`src/rtl/hdlc_pkg.sv`:
```
// Shared constants and state encoding for the HDLC destuff/FCS stage.
package hdlc_pkg;

    localparam logic [7:0]  HDLC_FLAG = 8'h7E;
    localparam logic [7:0]  HDLC_ESC  = 8'h7D;
    localparam logic [7:0]  HDLC_XOR  = 8'h20;

    localparam logic [15:0] FCS_INIT  = 16'hFFFF;
    localparam logic [15:0] FCS_POLY  = 16'h8408;
    localparam logic [15:0] FCS_GOOD  = 16'hF0B8;

    typedef enum logic [1:0] {
        ST_IDLE,
        ST_DATA,
        ST_ESC,
        ST_DISCARD
    } hdlc_state_t;

endpackage

```
`src/rtl/hdlc_fcs16.sv`:
```
// Combinational byte-wide CRC-16/X.25 step, reflected polynomial, LSB first.
module hdlc_fcs16
    import hdlc_pkg::*;
(
    input  logic [15:0] i_crc,
    input  logic [7:0]  i_data,
    output logic [15:0] o_crc
);

    logic [15:0] w_acc;

    always_comb begin
        w_acc = i_crc;
        for (int i = 0; i < 8; i++) begin
            if (w_acc[0] ^ i_data[i]) begin
                w_acc = (w_acc >> 1) ^ FCS_POLY;
            end else begin
                w_acc = w_acc >> 1;
            end
        end
    end

    assign o_crc = w_acc;

endmodule

```
`src/rtl/hdlc_destuff_fcs.sv`:
```
// Removes 0x7D byte stuffing, checks CRC-16/X.25 and strips the FCS, emitting
// the payload with sop/eop and per-frame status (FCS error, abort, runt drop).
module hdlc_destuff_fcs
    import hdlc_pkg::*;
#(
    parameter int MAX_BYTES = 1504
) (
    input  logic       clk,
    input  logic       rst,
    input  logic       in_valid,
    input  logic       in_sop,
    input  logic       in_eop,
    input  logic [7:0] in_data,
    output logic       out_valid,
    output logic       out_sop,
    output logic       out_eop,
    output logic [7:0] out_data,
    output logic       out_fcs_err,
    output logic       out_abort,
    output logic       drop_runt
);

    localparam int CNT_MAX = MAX_BYTES + 3;
    localparam int CW      = $clog2(CNT_MAX + 1);
    localparam logic [CW-1:0] CNT_TOP  = CW'(CNT_MAX);
    localparam logic [CW-1:0] CNT_FULL = CW'(3);
    localparam logic [CW-1:0] CNT_ONE  = CW'(1);

    hdlc_state_t   r_state, w_stateNext;
    logic [15:0]   r_crc, w_crcNext, w_crcIn, w_crcUpd;
    logic [7:0]    r_buf [3];
    logic [7:0]    w_bufNext [3];
    logic [CW-1:0] r_count, w_countNext;
    logic          r_emitted, w_emittedNext;
    logic          r_pendAbort, w_pendNext;
    logic          w_newFrame, w_push;
    logic [7:0]    w_byte, w_crcByte;

    logic          r_outValid, r_outSop, r_outEop, r_outErr, r_outAbort, r_outRunt;
    logic [7:0]    r_outData;
    logic          w_outValid, w_outSop, w_outEop, w_outErr, w_outAbort, w_outRunt;
    logic [7:0]    w_outData;

    // A sop always opens a fresh frame; the escape xor never applies to it.
    assign w_newFrame = in_valid && in_sop && !in_eop;
    assign w_byte     = (r_state == ST_ESC) ? (in_data ^ HDLC_XOR) : in_data;
    assign w_crcIn    = w_newFrame ? FCS_INIT : r_crc;
    assign w_crcByte  = w_newFrame ? in_data : w_byte;

    hdlc_fcs16 u_fcs16 (
        .i_crc  (w_crcIn),
        .i_data (w_crcByte),
        .o_crc  (w_crcUpd)
    );

    always_comb begin
        w_stateNext   = r_state;
        w_crcNext     = r_crc;
        w_bufNext     = r_buf;
        w_countNext   = r_count;
        w_emittedNext = r_emitted;
        w_pendNext    = 1'b0;
        w_push        = 1'b0;
        w_outValid    = 1'b0;
        w_outSop      = 1'b0;
        w_outEop      = 1'b0;
        w_outData     = 8'h00;
        w_outErr      = 1'b0;
        w_outAbort    = 1'b0;
        w_outRunt     = 1'b0;

        // Oversize terminator is deferred one cycle so the last good byte gets out first.
        if (r_pendAbort) begin
            w_outValid = 1'b1;
            w_outEop   = 1'b1;
            w_outAbort = 1'b1;
        end

        if (in_valid) begin
            if (w_newFrame) begin
                if (r_state == ST_DATA || r_state == ST_ESC) begin
                    if (r_emitted) begin
                        w_outValid = 1'b1;
                        w_outEop   = 1'b1;
                        w_outAbort = 1'b1;
                    end else begin
                        w_outRunt  = 1'b1;
                    end
                end
                w_bufNext     = '{default: 8'h00};
                w_emittedNext = 1'b0;
                w_countNext   = '0;
                w_crcNext     = FCS_INIT;
                if (in_data == HDLC_ESC) begin
                    w_stateNext = ST_ESC;
                end else begin
                    w_crcNext    = w_crcUpd;
                    w_bufNext[0] = in_data;
                    w_countNext  = CNT_ONE;
                    w_stateNext  = ST_DATA;
                end
            end else begin
                case (r_state)
                    ST_DATA: begin
                        if (in_eop) begin
                            w_stateNext = ST_IDLE;
                            if (r_count >= CNT_FULL) begin
                                w_outValid = 1'b1;
                                w_outData  = r_buf[2];
                                w_outSop   = !r_emitted;
                                w_outEop   = 1'b1;
                                w_outErr   = (r_crc != FCS_GOOD);
                            end else begin
                                w_outRunt  = 1'b1;
                            end
                        end else if (in_data == HDLC_ESC) begin
                            w_stateNext = ST_ESC;
                        end else begin
                            w_push = 1'b1;
                        end
                    end
                    ST_ESC: begin
                        if (in_eop) begin
                            w_stateNext = ST_IDLE;
                            if (r_emitted) begin
                                w_outValid = 1'b1;
                                w_outEop   = 1'b1;
                                w_outAbort = 1'b1;
                            end else begin
                                w_outRunt  = 1'b1;
                            end
                        end else begin
                            w_push      = 1'b1;
                            w_stateNext = ST_DATA;
                        end
                    end
                    ST_DISCARD: begin
                        if (in_eop) begin
                            w_stateNext = ST_IDLE;
                        end
                    end
                    default: ;
                endcase
            end
        end

        // The delay buffer holds back the two newest bytes so the FCS never leaves.
        if (w_push) begin
            w_crcNext    = w_crcUpd;
            w_bufNext[0] = w_byte;
            w_bufNext[1] = r_buf[0];
            w_bufNext[2] = r_buf[1];
            if (r_count >= CNT_FULL) begin
                w_outValid    = 1'b1;
                w_outData     = r_buf[2];
                w_outSop      = !r_emitted;
                w_emittedNext = 1'b1;
            end
            if (r_count != CNT_TOP) begin
                w_countNext = r_count + CNT_ONE;
            end
            if (w_countNext == CNT_TOP) begin
                w_stateNext = ST_DISCARD;
                if (w_emittedNext) begin
                    w_pendNext = 1'b1;
                end else begin
                    w_outRunt  = 1'b1;
                end
            end
        end
    end

    always_ff @(posedge clk) begin
        if (rst) begin
            r_state     <= ST_IDLE;
            r_crc       <= FCS_INIT;
            r_buf       <= '{default: 8'h00};
            r_count     <= '0;
            r_emitted   <= 1'b0;
            r_pendAbort <= 1'b0;
            r_outValid  <= 1'b0;
            r_outSop    <= 1'b0;
            r_outEop    <= 1'b0;
            r_outData   <= 8'h00;
            r_outErr    <= 1'b0;
            r_outAbort  <= 1'b0;
            r_outRunt   <= 1'b0;
        end else begin
            r_state     <= w_stateNext;
            r_crc       <= w_crcNext;
            r_buf       <= w_bufNext;
            r_count     <= w_countNext;
            r_emitted   <= w_emittedNext;
            r_pendAbort <= w_pendNext;
            r_outValid  <= w_outValid;
            r_outSop    <= w_outSop;
            r_outEop    <= w_outEop;
            r_outData   <= w_outData;
            r_outErr    <= w_outErr;
            r_outAbort  <= w_outAbort;
            r_outRunt   <= w_outRunt;
        end
    end

    assign out_valid   = r_outValid;
    assign out_sop     = r_outSop;
    assign out_eop     = r_outEop;
    assign out_data    = r_outData;
    assign out_fcs_err = r_outErr;
    assign out_abort   = r_outAbort;
    assign drop_runt   = r_outRunt;

endmodule
```
`config.mk`:
```
export PLATFORM = sky130hd
export DESIGN_NAME = hdlc_destuff_fcs
export DESIGN_NICKNAME = d
export VERILOG_FILES = /design/src/rtl/hdlc_pkg.sv /design/src/rtl/hdlc_fcs16.sv /design/src/rtl/hdlc_destuff_fcs.sv
export SDC_FILE = /design/constraint.sdc
export NUM_CORES = 1
export LEC_CHECK = 0
export BUFFER_PORTS_ARGS = -buffer_cell sky130_fd_sc_hd__buf_2
export CORE_MARGIN = 2
export CORE_UTILIZATION = 33
export DETAILED_ROUTE_END_ITERATION = 16
export PLACE_DENSITY = 0.51
export SETUP_SLACK_MARGIN = 0.3
export SYNTH_ARGS = -nofsm -noshare
export SYNTH_HDL_FRONTEND = slang
export SYNTH_SLANG_ARGS = --single-unit
```
`constraint.sdc`:
```
create_clock -name clk -period 5.8 [get_ports clk]
set_clock_uncertainty 0.1 [all_clocks]
set_input_delay 0.87 -clock clk [delete_from_list [all_inputs] [get_ports clk]]
set_output_delay 0.87 -clock clk [all_outputs]
set_load 0.005 [all_outputs]
```
==> flow_metrics.py <==
metrics = {
    "setup_path": {
        "critPathKind": "reg -> reg",
        "critical_path.cell_chain": "ha_1, nand3_1, nor3_4, mux2_2, or4_4, o22ai_1",
        "worst_path_dominant_cell_family": "simple AND/OR/NAND/NOR gates",
        "slowest_stage": "or4_4",
        "worstSetupEndpointType": "flop",
        "cp_data_required_time_ns": 5.97,
        "max_stage_delay_ns": 0.56,
        "worst_ep_arrival_time_ns": 2.94,
        "worstPathMaxFanout": 9,
        "path_buf_inv": 0,
        "crit_path_start_kind": "flop",
    },
    "placed_design": {
        "place_area_um2": 3590,
        "placed_cells_incl_taps": 526,
        "finalWeightedCongestion": 0.875,
        "io_buffers": 26,
        "detailed_place_hpwl_um": 5670,
    },
    "power": {
        "internal_power_mw": 0.780,
        "comb_power_share": 0.098,
        "pwr-share-clk": 0.435,
        "fin_total_pwr_mw": 1.06,
        "switching_power_mw": 0.275,
        "switching_share": 0.261,
        "power_density_over_the_cells_nw_per_um2": 276,
        "vdd_drop_max_mv": 0.102,
        "seqPwrFrac": 0.467,
        "power.static_leakage_nw": 1.43,
    },
    "synthesis": {
        "ys_dominant_reg_cell": "dfxtp_1",
        "netlist_top_cells_count": "69 x dfxtp_1, 49 x nand2_1, 35 x a21oi_1, 30 x nor2_1, 19 x clkbuf_1",
        "synth.yosys.seq_area_share": 0.410,
        "yosys_warning_total": 0,
        "synth.cell_area_um2": 3370,
        "synth-edff-count": 0,
        "syn-instance-count": 391,
        "netlist_top_cells_area": "dfxtp_1 41%, nand2_1 5.5%, a21oi_1 5.2%",
        "synthDistinctLibCells": 58,
        "postSynth.asyncResetShare": 0,
        "post_synth.cell_area_avg_um2": 8.62,
        "yosys_register_bits": 69,
        "syn_nets": 409,
        "netlist.top_cell.by_area": "dfxtp_1",
        "synthDominantCellAreaShare": 0.410,
        "synth_most_common_cell": "dfxtp_1",
    },
    "sta": {
        "setup_viol": 0,
        "timing.final.crit_period_ns": 2.77,
        "max_clock_freq_mhz": 361,
        "report.final.hold_viol_count": 0,
        "timing.max_slew.rel_slack": 0.392,
        "finalMaxSlewViolations": 0,
        "grt_setup_unrepaired": "false",
        "final_worst_path_cycle_share": 0.478,
        "hold-worst-slack_ns": 0.352,
        "fin_setup_tns_ns": 0,
        "timing_worst_slew_pin_value_ns": 0.906,
    },
    "global_route": {
        "grt-ovfl-total": 0,
        "grt_pass1_vias": 2604,
        "largest_net_degree_at_the_start_of_global_routing": 31,
        "antenna_found_initial": 0,
        "grt_first_pass_wirelength_um": 13500,
        "grtUsageTotal": 0.152,
    },
    "final_layout": {
        "ff_latch_area_um2": 1380,
        "nFillCells": 1002,
        "drive_above_1_share": 0.154,
        "final_cells": 542,
        "number_of_antenna_cells_inserted": 0,
        "areaGrowthSynthToFinish_pct": 13.4,
        "area_used_by_multi_input_combinational_logic_um2": 1850,
        "postLayoutCellArea_um2": 3820,
        "layout.nets": 422,
    },
    "run": {
        "timing.max_cap.violations": 0,
    },
    "clock_tree": {
        "ctsLongestPathBuffers": 2,
        "worst_setup_hold_path_clk_slew_ns": 0.09,
        "clk-insertion-delay-late_ns": 0.35,
        "clock-sinks": 69,
        "root_buffer": "clkbuf_8",
        "cts_resized": 0,
        "cts-buffers-inserted": 9,
        "post_cts.repair.setup_buffers": 0,
        "holdBufCountCts": 0,
        "cts.htree.levels": 3,
        "cts_tree": "yes",
    },
    "detailed_routing": {
        "routed-via-count": 2883,
        "vias_per_cell": 5.32,
        "routedWlPerCell_um": 15.1,
        "route.final.wire_length_um": 8170,
        "drt-pass1-iter-count": 5,
        "drc_errors": 0,
        "ant_nets": 0,
        "detailedRoute.firstIterationViolations": 192,
    },
    "floorplan": {
        "top_level_ports": 27,
        "die_area_um2": 11000,
        "core-area_um2": 9860,
        "floorplan.die.width_um": 105,
        "die-height_um": 105,
        "initial_utilization": 0.342,
        "core_rows": 36,
    },
    "outcome": {
        "outcome": "complete, no violations",
    },
    "min_path": {
        "timing.hold.worst.class": "reg -> reg",
    },
}
==> through the flow <==
| step | setup slack (ns) | util |
|---|---|---|
| 2_1_floorplan | 3.16 | - |
| 3_3_place_gp | 2.76 | 0.364 |
| 3_5_place_dp | 2.77 | 0.364 |
| 4_1_cts | 3.03 | 0.388 |
| 5_1_grt | 2.86 | 0.388 |
| 6_report | 3.03 | 0.388 |
==> layout by cell type, fill, tap and decap left out, types with 3 or more instances in the layout <==
cell       instances
nor2_1            30
xnor2_1           13
buf_2             26
nand3_1           13
o22ai_1            3
nand2_1           49
or4_1              4
o21ai_0            9
xor2_1            11
xor3_1             3
a211oi_1           7
nand2b_1           5
nor3_1             5
nor2b_1            3
ha_1               5
or2_2              3
dfxtp_1           69
nor4_1             4
and2_1            10
clkbuf_8           9
a22o_1             5
o21a_1             3
and3_1             3
nand4_1            4
inv_1              8
buf_4              5
a21oi_1           35
o211ai_1           3
a2bb2oi_1         14
==> registers in the layout, summed over array words and instances (netlist names) <==
name,flops
out_valid,1
r_pendAbort,1
out_data,8
r_crc,16
out_fcs_err,1
out_sop,1
r_count,11
r_buf,24
drop_runt,1
out_abort,1
r_emitted,1
r_state,2
out_eop,1
==> cells by family after synthesis <==
family	synth area share
xor gates and xnor gates	0.0835
buffers and inverters	0.0453
DFF	0.410
muxes	0.00334
adders and majority gates	0.0186
AOI/OAI and AO/OA	0.213
and+or+nand+nor	0.227
==> worst min-delay path: cells and delay by family (launching register included) <==
kind	cells	cell delay [ns]
flip-flops	1	0.31
AND/OR/NAND/NOR	1	0.05
AO/OA/AOI/OAI	1	0.05
==> cell type report <==
| cell class | instances | area share |
|---|---|---|
| well taps | 133 | 0.0435 |
| inverters | 8 | 0.00785 |
| flip-flops and latches | 69 | 0.361 |
| clock buffers | 9 | 0.0324 |
| clock inverters | 7 | 0.0278 |
| repair buffers | 31 | 0.0438 |
| multi-input cells | 285 | 0.483 |
==> power groups by stage <==
stage,Combinational (mW),Sequential [mW],Clock [mW]
after floorplan,0.0800,0.501,0
after global placement,0.103,0.504,0
after detailed placement,0.103,0.504,0
after CTS,0.104,0.493,0.470
after global routing,0.113,0.495,0.497
final,0.104,0.493,0.459
==> worst paths after layout <==
| check | slack [ns] | to | startpoint | cells past startpoint |
|---|---|---|---|---|
| worst max-delay path | 3.03 | r_state[0] | r_count[0] | 6 |
| worst min-delay path | 0.35 | r_buf[15] | r_buf[23] | 2 |
| worst max register to register | 3.03 | r_state[0] | r_count[0] | 6 |
| worst min register to register | 0.35 | r_buf[15] | r_buf[23] | 2 |
==> layer usage <==
layer  GRT usage  vias up  wire, um
met4      0.0600        0        79
li1            -     1430         -
met3      0.0293       11       366
met2       0.218       82      3600
met5           0        -         0
met1       0.222     1360      4130
(Power assumes the default switching activity.)
